$ cat src/rtl/jtdd_adpcm_pkg.sv
// Shared constants and types for the OKI/MSM5205 ADPCM sample writer.
package jtdd_adpcm_pkg;

  localparam int PCM_MAX = 2047;
  localparam int PCM_MIN = -2048;
  localparam int IDX_MAX = 48;

  localparam logic [10:0] STEP_TBL [0:48] = '{
    11'd16,   11'd17,   11'd19,   11'd21,   11'd23,   11'd25,   11'd28,
    11'd31,   11'd34,   11'd37,   11'd41,   11'd45,   11'd50,   11'd55,
    11'd60,   11'd66,   11'd73,   11'd80,   11'd88,   11'd97,   11'd107,
    11'd118,  11'd130,  11'd143,  11'd157,  11'd173,  11'd190,  11'd209,
    11'd230,  11'd253,  11'd279,  11'd307,  11'd337,  11'd371,  11'd408,
    11'd449,  11'd494,  11'd544,  11'd598,  11'd658,  11'd724,  11'd796,
    11'd876,  11'd963,  11'd1060, 11'd1166, 11'd1282, 11'd1411, 11'd1552
  };

  localparam logic signed [4:0] ADJ_TBL [0:7] = '{
    -5'sd1, -5'sd1, -5'sd1, -5'sd1, 5'sd2, 5'sd4, 5'sd6, 5'sd8
  };

  typedef enum logic [1:0] {
    ST_IDLE,
    ST_ENC,
    ST_WRITE,
    ST_FLUSH
  } state_t;

endpackage

$ cat src/rtl/jtdd_adpcm_enc_core.sv
// Five-cycle PCM-to-nibble ADPCM encoder; predictor and step index persist across recordings.
module jtdd_adpcm_enc_core
  import jtdd_adpcm_pkg::*;
#(
  parameter int PCM_W = 12
) (
  input  logic                    clk,
  input  logic                    rst_n,
  input  logic                    accept,
  input  logic signed [PCM_W-1:0] pcm,
  input  logic                    flush_state,
  output logic [3:0]              nibble,
  output logic                    nib_valid
);

  logic signed [PCM_W-1:0] r_pred;
  logic [5:0]              r_idx;
  logic [2:0]              r_cnt;
  logic [PCM_W:0]          r_mag;
  logic                    r_sign;
  logic [2:0]              r_bits;
  logic [3:0]              r_nib;
  logic                    r_nv;

  logic signed [PCM_W:0]   w_diff;
  logic [PCM_W:0]          w_mag;
  logic [10:0]             w_step;
  logic [PCM_W:0]          w_cmp;
  logic [2:0]              w_bit;
  logic                    w_hit;
  logic [PCM_W:0]          w_delta;
  logic signed [PCM_W+1:0] w_sum;
  logic signed [PCM_W-1:0] w_pred_nx;
  logic signed [4:0]       w_adj;
  logic signed [7:0]       w_idx_sum;
  logic [5:0]              w_idx_nx;

  assign w_step = STEP_TBL[r_idx];
  assign w_diff = {pcm[PCM_W-1], pcm} - {r_pred[PCM_W-1], r_pred};
  assign w_mag  = w_diff[PCM_W] ? -w_diff : w_diff;
  assign w_hit  = r_mag >= w_cmp;

  // Serial successive approximation: step, step>>1, step>>2 -> b2, b1, b0.
  always_comb begin
    w_cmp = '0;
    w_bit = '0;
    case (r_cnt)
      3'd1: begin w_cmp = (PCM_W+1)'(w_step);      w_bit = 3'b100; end
      3'd2: begin w_cmp = (PCM_W+1)'(w_step >> 1); w_bit = 3'b010; end
      3'd3: begin w_cmp = (PCM_W+1)'(w_step >> 2); w_bit = 3'b001; end
      default: ;
    endcase
  end

  always_comb begin
    w_delta = (PCM_W+1)'(w_step >> 3);
    if (r_bits[2]) w_delta = w_delta + (PCM_W+1)'(w_step);
    if (r_bits[1]) w_delta = w_delta + (PCM_W+1)'(w_step >> 1);
    if (r_bits[0]) w_delta = w_delta + (PCM_W+1)'(w_step >> 2);
    w_sum = r_sign ? ({{2{r_pred[PCM_W-1]}}, r_pred} - {1'b0, w_delta})
                   : ({{2{r_pred[PCM_W-1]}}, r_pred} + {1'b0, w_delta});
    if (w_sum > PCM_MAX)      w_pred_nx = PCM_W'(PCM_MAX);
    else if (w_sum < PCM_MIN) w_pred_nx = PCM_W'(PCM_MIN);
    else                      w_pred_nx = w_sum[PCM_W-1:0];
  end

  always_comb begin
    w_adj     = ADJ_TBL[r_bits];
    w_idx_sum = {2'b00, r_idx} + {{3{w_adj[4]}}, w_adj};
    if (w_idx_sum < 0)             w_idx_nx = '0;
    else if (w_idx_sum > IDX_MAX)  w_idx_nx = 6'(IDX_MAX);
    else                           w_idx_nx = w_idx_sum[5:0];
  end

  always_ff @(posedge clk or negedge rst_n) begin
    if (!rst_n) begin
      r_pred <= '0;
      r_idx  <= '0;
      r_cnt  <= '0;
      r_mag  <= '0;
      r_sign <= 1'b0;
      r_bits <= '0;
      r_nib  <= '0;
      r_nv   <= 1'b0;
    end else begin
      r_nv <= 1'b0;
      if (flush_state) begin
        r_cnt <= '0;
      end else if (accept && r_cnt == 3'd0) begin
        r_sign <= w_diff[PCM_W];
        r_mag  <= w_mag;
        r_bits <= '0;
        r_cnt  <= 3'd1;
      end else if (r_cnt >= 3'd1 && r_cnt <= 3'd3) begin
        if (w_hit) begin
          r_mag  <= r_mag - w_cmp;
          r_bits <= r_bits | w_bit;
        end
        r_cnt <= r_cnt + 3'd1;
      end else if (r_cnt == 3'd4) begin
        r_pred <= w_pred_nx;
        r_idx  <= w_idx_nx;
        r_nib  <= {r_sign, r_bits};
        r_nv   <= 1'b1;
        r_cnt  <= '0;
      end
    end
  end

  assign nibble    = r_nib;
  assign nib_valid = r_nv;

endmodule

$ cat src/rtl/jtdd_adpcm_enc.sv
// ADPCM sample writer: encodes PCM, packs nibbles high-first and writes 512-byte blocks.
module jtdd_adpcm_enc
  import jtdd_adpcm_pkg::*;
#(
  parameter int PCM_W       = 12,
  parameter int NIB_PER_BLK = 1024
) (
  input  logic                    clk,
  input  logic                    rst_n,
  input  logic                    start,
  input  logic                    stop,
  input  logic [7:0]              blk_start,
  input  logic [7:0]              blk_end,
  input  logic signed [PCM_W-1:0] pcm_in,
  input  logic                    pcm_valid,
  output logic [15:0]             mem_addr,
  output logic [7:0]              mem_din,
  output logic                    mem_we,
  input  logic                    mem_ok,
  output logic                    busy,
  output logic                    done,
  output logic                    overrun
);

  localparam logic [8:0] BYTE_LAST = 9'(NIB_PER_BLK / 2 - 1);

  state_t     r_st;
  logic [7:0] r_blk;
  logic [7:0] r_end;
  logic [8:0] r_byte;
  logic       r_half;
  logic [3:0] r_hi;
  logic [7:0] r_din;
  logic       r_we;
  logic       r_busy;
  logic       r_done;
  logic       r_ovr;
  logic       r_stop_pend;

  logic       w_accept;
  logic       w_flush;
  logic [3:0] w_nib;
  logic       w_nib_valid;
  logic [7:0] w_blk_nx;
  logic [8:0] w_byte_nx;

  assign w_accept  = (r_st == ST_IDLE) && r_busy && pcm_valid && !stop;
  assign w_flush   = (r_st == ST_ENC) && stop;
  assign w_blk_nx  = (r_byte == BYTE_LAST) ? r_blk + 8'd1 : r_blk;
  assign w_byte_nx = (r_byte == BYTE_LAST) ? '0 : r_byte + 9'd1;

  jtdd_adpcm_enc_core #(.PCM_W(PCM_W)) u_core (
    .clk         (clk),
    .rst_n       (rst_n),
    .accept      (w_accept),
    .pcm         (pcm_in),
    .flush_state (w_flush),
    .nibble      (w_nib),
    .nib_valid   (w_nib_valid)
  );

  always_ff @(posedge clk or negedge rst_n) begin
    if (!rst_n) begin
      r_st        <= ST_IDLE;
      r_blk       <= '0;
      r_end       <= '0;
      r_byte      <= '0;
      r_half      <= 1'b0;
      r_hi        <= '0;
      r_din       <= '0;
      r_we        <= 1'b0;
      r_busy      <= 1'b0;
      r_done      <= 1'b0;
      r_ovr       <= 1'b0;
      r_stop_pend <= 1'b0;
    end else begin
      r_done <= 1'b0;
      case (r_st)
        ST_IDLE, ST_ENC: begin
          if (r_st == ST_IDLE && !r_busy) begin
            if (start) begin
              r_blk       <= blk_start;
              r_end       <= blk_end;
              r_byte      <= '0;
              r_half      <= 1'b0;
              r_ovr       <= 1'b0;
              r_stop_pend <= 1'b0;
              if (blk_start == blk_end) r_done <= 1'b1;
              else                      r_busy <= 1'b1;
            end
          end else if (stop) begin
            // Any nibble still in the encoder is dropped; only a stored high nibble is flushed.
            if (r_half) begin
              r_din <= {r_hi, 4'h0};
              r_we  <= 1'b1;
              r_st  <= ST_FLUSH;
            end else begin
              r_busy <= 1'b0;
              r_done <= 1'b1;
              r_st   <= ST_IDLE;
            end
          end else if (r_st == ST_IDLE) begin
            if (w_accept) r_st <= ST_ENC;
          end else begin
            if (pcm_valid) r_ovr <= 1'b1;
            if (w_nib_valid) begin
              if (!r_half) begin
                r_hi   <= w_nib;
                r_half <= 1'b1;
                r_st   <= ST_IDLE;
              end else begin
                r_din  <= {r_hi, w_nib};
                r_half <= 1'b0;
                r_we   <= 1'b1;
                r_st   <= ST_WRITE;
              end
            end
          end
        end
        ST_WRITE: begin
          if (pcm_valid) r_ovr <= 1'b1;
          // A stop during a pending write lets the byte land before finishing.
          if (stop) r_stop_pend <= 1'b1;
          if (r_we && mem_ok) begin
            r_we   <= 1'b0;
            r_byte <= w_byte_nx;
            r_blk  <= w_blk_nx;
            if (w_blk_nx == r_end || r_stop_pend || stop) begin
              r_busy <= 1'b0;
              r_done <= 1'b1;
            end
            r_st <= ST_IDLE;
          end
        end
        ST_FLUSH: begin
          if (r_we && mem_ok) begin
            r_we   <= 1'b0;
            r_byte <= w_byte_nx;
            r_blk  <= w_blk_nx;
            r_half <= 1'b0;
            r_busy <= 1'b0;
            r_done <= 1'b1;
            r_st   <= ST_IDLE;
          end
        end
        default: r_st <= ST_IDLE;
      endcase
    end
  end

  assign mem_addr = {r_blk[6:0], r_byte};
  assign mem_din  = r_din;
  assign mem_we   = r_we;
  assign busy     = r_busy;
  assign done     = r_done;
  assign overrun  = r_ovr;

endmodule

$ cat config.mk
export PLATFORM = sky130hd
export DESIGN_NAME = jtdd_adpcm_enc
export DESIGN_NICKNAME = d
export VERILOG_FILES = /design/src/rtl/jtdd_adpcm_pkg.sv /design/src/rtl/jtdd_adpcm_enc_core.sv /design/src/rtl/jtdd_adpcm_enc.sv
export SDC_FILE = /design/constraint.sdc
export NUM_CORES = 1
export LEC_CHECK = 0
export BUFFER_PORTS_ARGS = -buffer_cell sky130_fd_sc_hd__buf_2
export CORE_MARGIN = 10
export CORE_UTILIZATION = 35
export CTS_CLUSTER_DIAMETER = 120
export DETAILED_ROUTE_END_ITERATION = 12
export PLACE_DENSITY = 0.54
export SKIP_LAST_GASP = 1
export SLEW_MARGIN = 25
export SYNTH_ARGS = -nofsm -noshare
export SYNTH_HDL_FRONTEND = slang
export SYNTH_SLANG_ARGS = --single-unit
export TNS_END_PERCENT = 10
$ cat constraint.sdc
create_clock -name clk -period 17.6 [get_ports clk]
set_input_delay 3.52 -clock clk [delete_from_list [all_inputs] [get_ports clk]]
set_output_delay 3.52 -clock clk [all_outputs]
set_load 0.01 [all_outputs]
==> results.ini <==
[cts]
clk_latency_ns=0.35
cts.clk_slew.worst_paths_ns=0.07
clock_path_buffers=2
cts_sinks=88
postCtsSetupBuffers=0
cts_hold_buf=0
htreeDepth=3
ctsResizeCount=0
ctsRootBufferMaster=clkbuf_16
numCtsBuffers=9
cts_tree=built

[yosys]
synth_top_cell_area_share_pct=22.7
ys_top_cells_by_area=dfrtp_1 23%, ha_1 11%, nand2_1 5.3%, o21ai_0 4.8%, xnor2_1 4.7%
synth.distinct_cells=91
syn-cell-area_sq_um=9720
synth.largest_area_cell=dfrtp_1
syn_inst=1228
yosysWarnings=0
synthFlopType=dfrtp_1
synth-seq-cells=88
synth-edff-count=0
yosysMostFrequentCell=nand2_1
syn_avg_cell_area_sq_um=7.92
yosysSeqAreaShare_pct=22.7
synth_commonest_cells=136 x nand2_1, 94 x o21ai_0, 91 x nor2_1
synth_nets=1358
async_flop_share_pct=100

[worst_setup_path]
path_class=reg -> reg
path_max_fanout=15
crit_required_ns=17.88
cp_top_family=compound AO/OA/AOI/OAI gates
startpoint_type=register
worstPathBufferInverterCount=2
critPathSlowestCell=a21oi_1
worst_path_largest_cell_delay_ns=0.70
critPathArrivalTime_ns=10.17
setup.worst_path.end_class=register
cp_common_cell=ha_1

[routing]
vias_per_cell=5.44
wl_mm=26.2
dr_wl_met3_um=874
routedLengthMet1_mm=13.3
vias=8855
drc_errors=0
top_layer_used=met4
ant_nets=0
wire_per_inst_um=16.1
routed-wl-met2_mm=11.7
drt_iter0_markers=735
drt_first_pass_iters=6

[floorplanning]
coreArea_sq_um=27200
die_height_um=187
rows=60
start_util_pct=35.8
pin_count=62
die_width_um=187
die-area_sq_um=34800

[global_route]
grt_first_pass_wirelength_mm=44.6
track_usage_pct=14.8
grt_pass1_vias=8590
grt_start_max_net_pins=76
grt_overflow=0
antenna_found_initial=0

[final_layout]
num-nets-final=1382
multi_input_area_sq_um=6970
sequential_cell_area_sq_um=2200
final_util_pct=39.0
drive_gt1_share_pct=10.6
num-fill-cells=2841
synthToLayoutAreaGrowth_pct=8.92
antenna_cells=0

[timing]
fin_skew_ns=0.0141
period_minus_slack_ns=9.89
relSlewSlack_pct=34.3
max_freq_mhz=101
post-route-period-util_pct=56.2
tightestPinTransition_ns=0.985
fin_setup_tns_ns=0
final_max_slew_viol_count=0
rsz0062_at_grt=no
hold_viol_final=0
setup_viol=0

[placed_design]
dpl.hpwl_mm=20.2
gp_congestion=0.922
port_buffers=61

[worst_hold_path]
hold_class=reg -> reg

[status]
status=finished clean

[flow_run]
max_cap_viol_count=0

-- worst register-to-register path, delay by kind of cell (launching register included) --
kind | cells | cell delay (ns)
compound gates | 15 | 3.99
fa+ha+maj | 6 | 2.13
xor+xnor | 2 | 0.55
flops | 1 | 0.67
buf+inv | 2 | 0.41
mux | 1 | 0.14
simple gates | 7 | 1.95
-- cell families (layout without fill, tap and decap cells) --
family,count (synthesis),after routing,share of synthesized area [%]
xor+xnor,88,88,8.08
flops,88,88,22.7
buf+inv,123,152,5.75
compound gates,373,373,25.1
fa+ha+maj,96,96,12.9
simple gates,430,430,21.8
mux,30,30,3.68
-- cell usage in the layout, fill, tap and decap left out, types with 10 or more instances in the layout --
cell and count:
o22ai_1 14, and3_1 18, nor2b_1 29, xnor2_1 52, a21o_1 15, nor4_1 11
nand3_1 26, nand2b_1 31, mux2_2 12, inv_1 62, xor2_1 35, a22o_1 15
nor2_1 91, o21ai_1 17, buf_2 61, ha_1 89, nand2_1 136, mux2i_1 14
buf_4 11, dfrtp_1 88, nor3_1 32, a31oi_1 10, a21oi_1 83, o21ai_0 94
o21a_1 12
-- metal layers --
metal	vias to the layer above	global-route usage, %
met4	0	3.19
li1	4486	-
met2	160	23.8
met1	4194	20.5
met3	15	2.20
met5	-	0
-- per-stage QoR --
step	instances	setup slack (ns)	area [sq um]	hold WS, ns
after floorplan	1228	9.37	9720	0.450
final	1629	7.71	10600	0.484
after detailed placement	1612	7.82	10300	0.471
after global routing	1629	6.89	10600	0.504
after global placement	1612	8.01	10300	0.465
after CTS	1628	7.77	10600	0.486
-- path summary, 6_finish.rpt --
kind / start / to / slack [ns] / depth (start not counted)
max: u_core.r_idx[1] / u_core.r_pred[6] / 7.71 / 33
min: u_core.r_mag[0] / u_core.r_mag[0] / 0.48 / 2
max reg2reg: u_core.r_idx[1] / u_core.r_pred[6] / 7.71 / 33
min reg2reg: u_core.r_mag[0] / u_core.r_mag[0] / 0.48 / 2
max in group asynchronous: rst_n / u_core.r_pred[4] / 13.62 / 2
min in group asynchronous: rst_n / r_byte[2] / 3.01 / 1
-- final cells by class --
class	instances	share of cell area, %
Clock inverter	6	0.851
Tap cell	372	4.40
Multi-Input combinational cell	1017	65.8
Sequential cell	88	20.8
Inverter	63	2.23
Timing Repair Buffer	73	3.77
Clock buffer	10	2.16
-- flip-flops by register name (all words and copies together), names as in the netlist, 2 cells and up --
| register | flops |
|---|---|
| u_core.nibble | 4 |
| u_core.r_cnt | 3 |
| u_core.r_pred | 12 |
| r_end | 8 |
| u_core.r_mag | 13 |
| r_blk | 8 |
| r_st | 2 |
| mem_din | 8 |
| r_byte | 9 |
| u_core.r_bits | 3 |
| r_hi | 4 |
| u_core.r_idx | 6 |
Power is not shown: default switching activity piles up to over one toggle a cycle in this logic, so the estimate is an artifact.
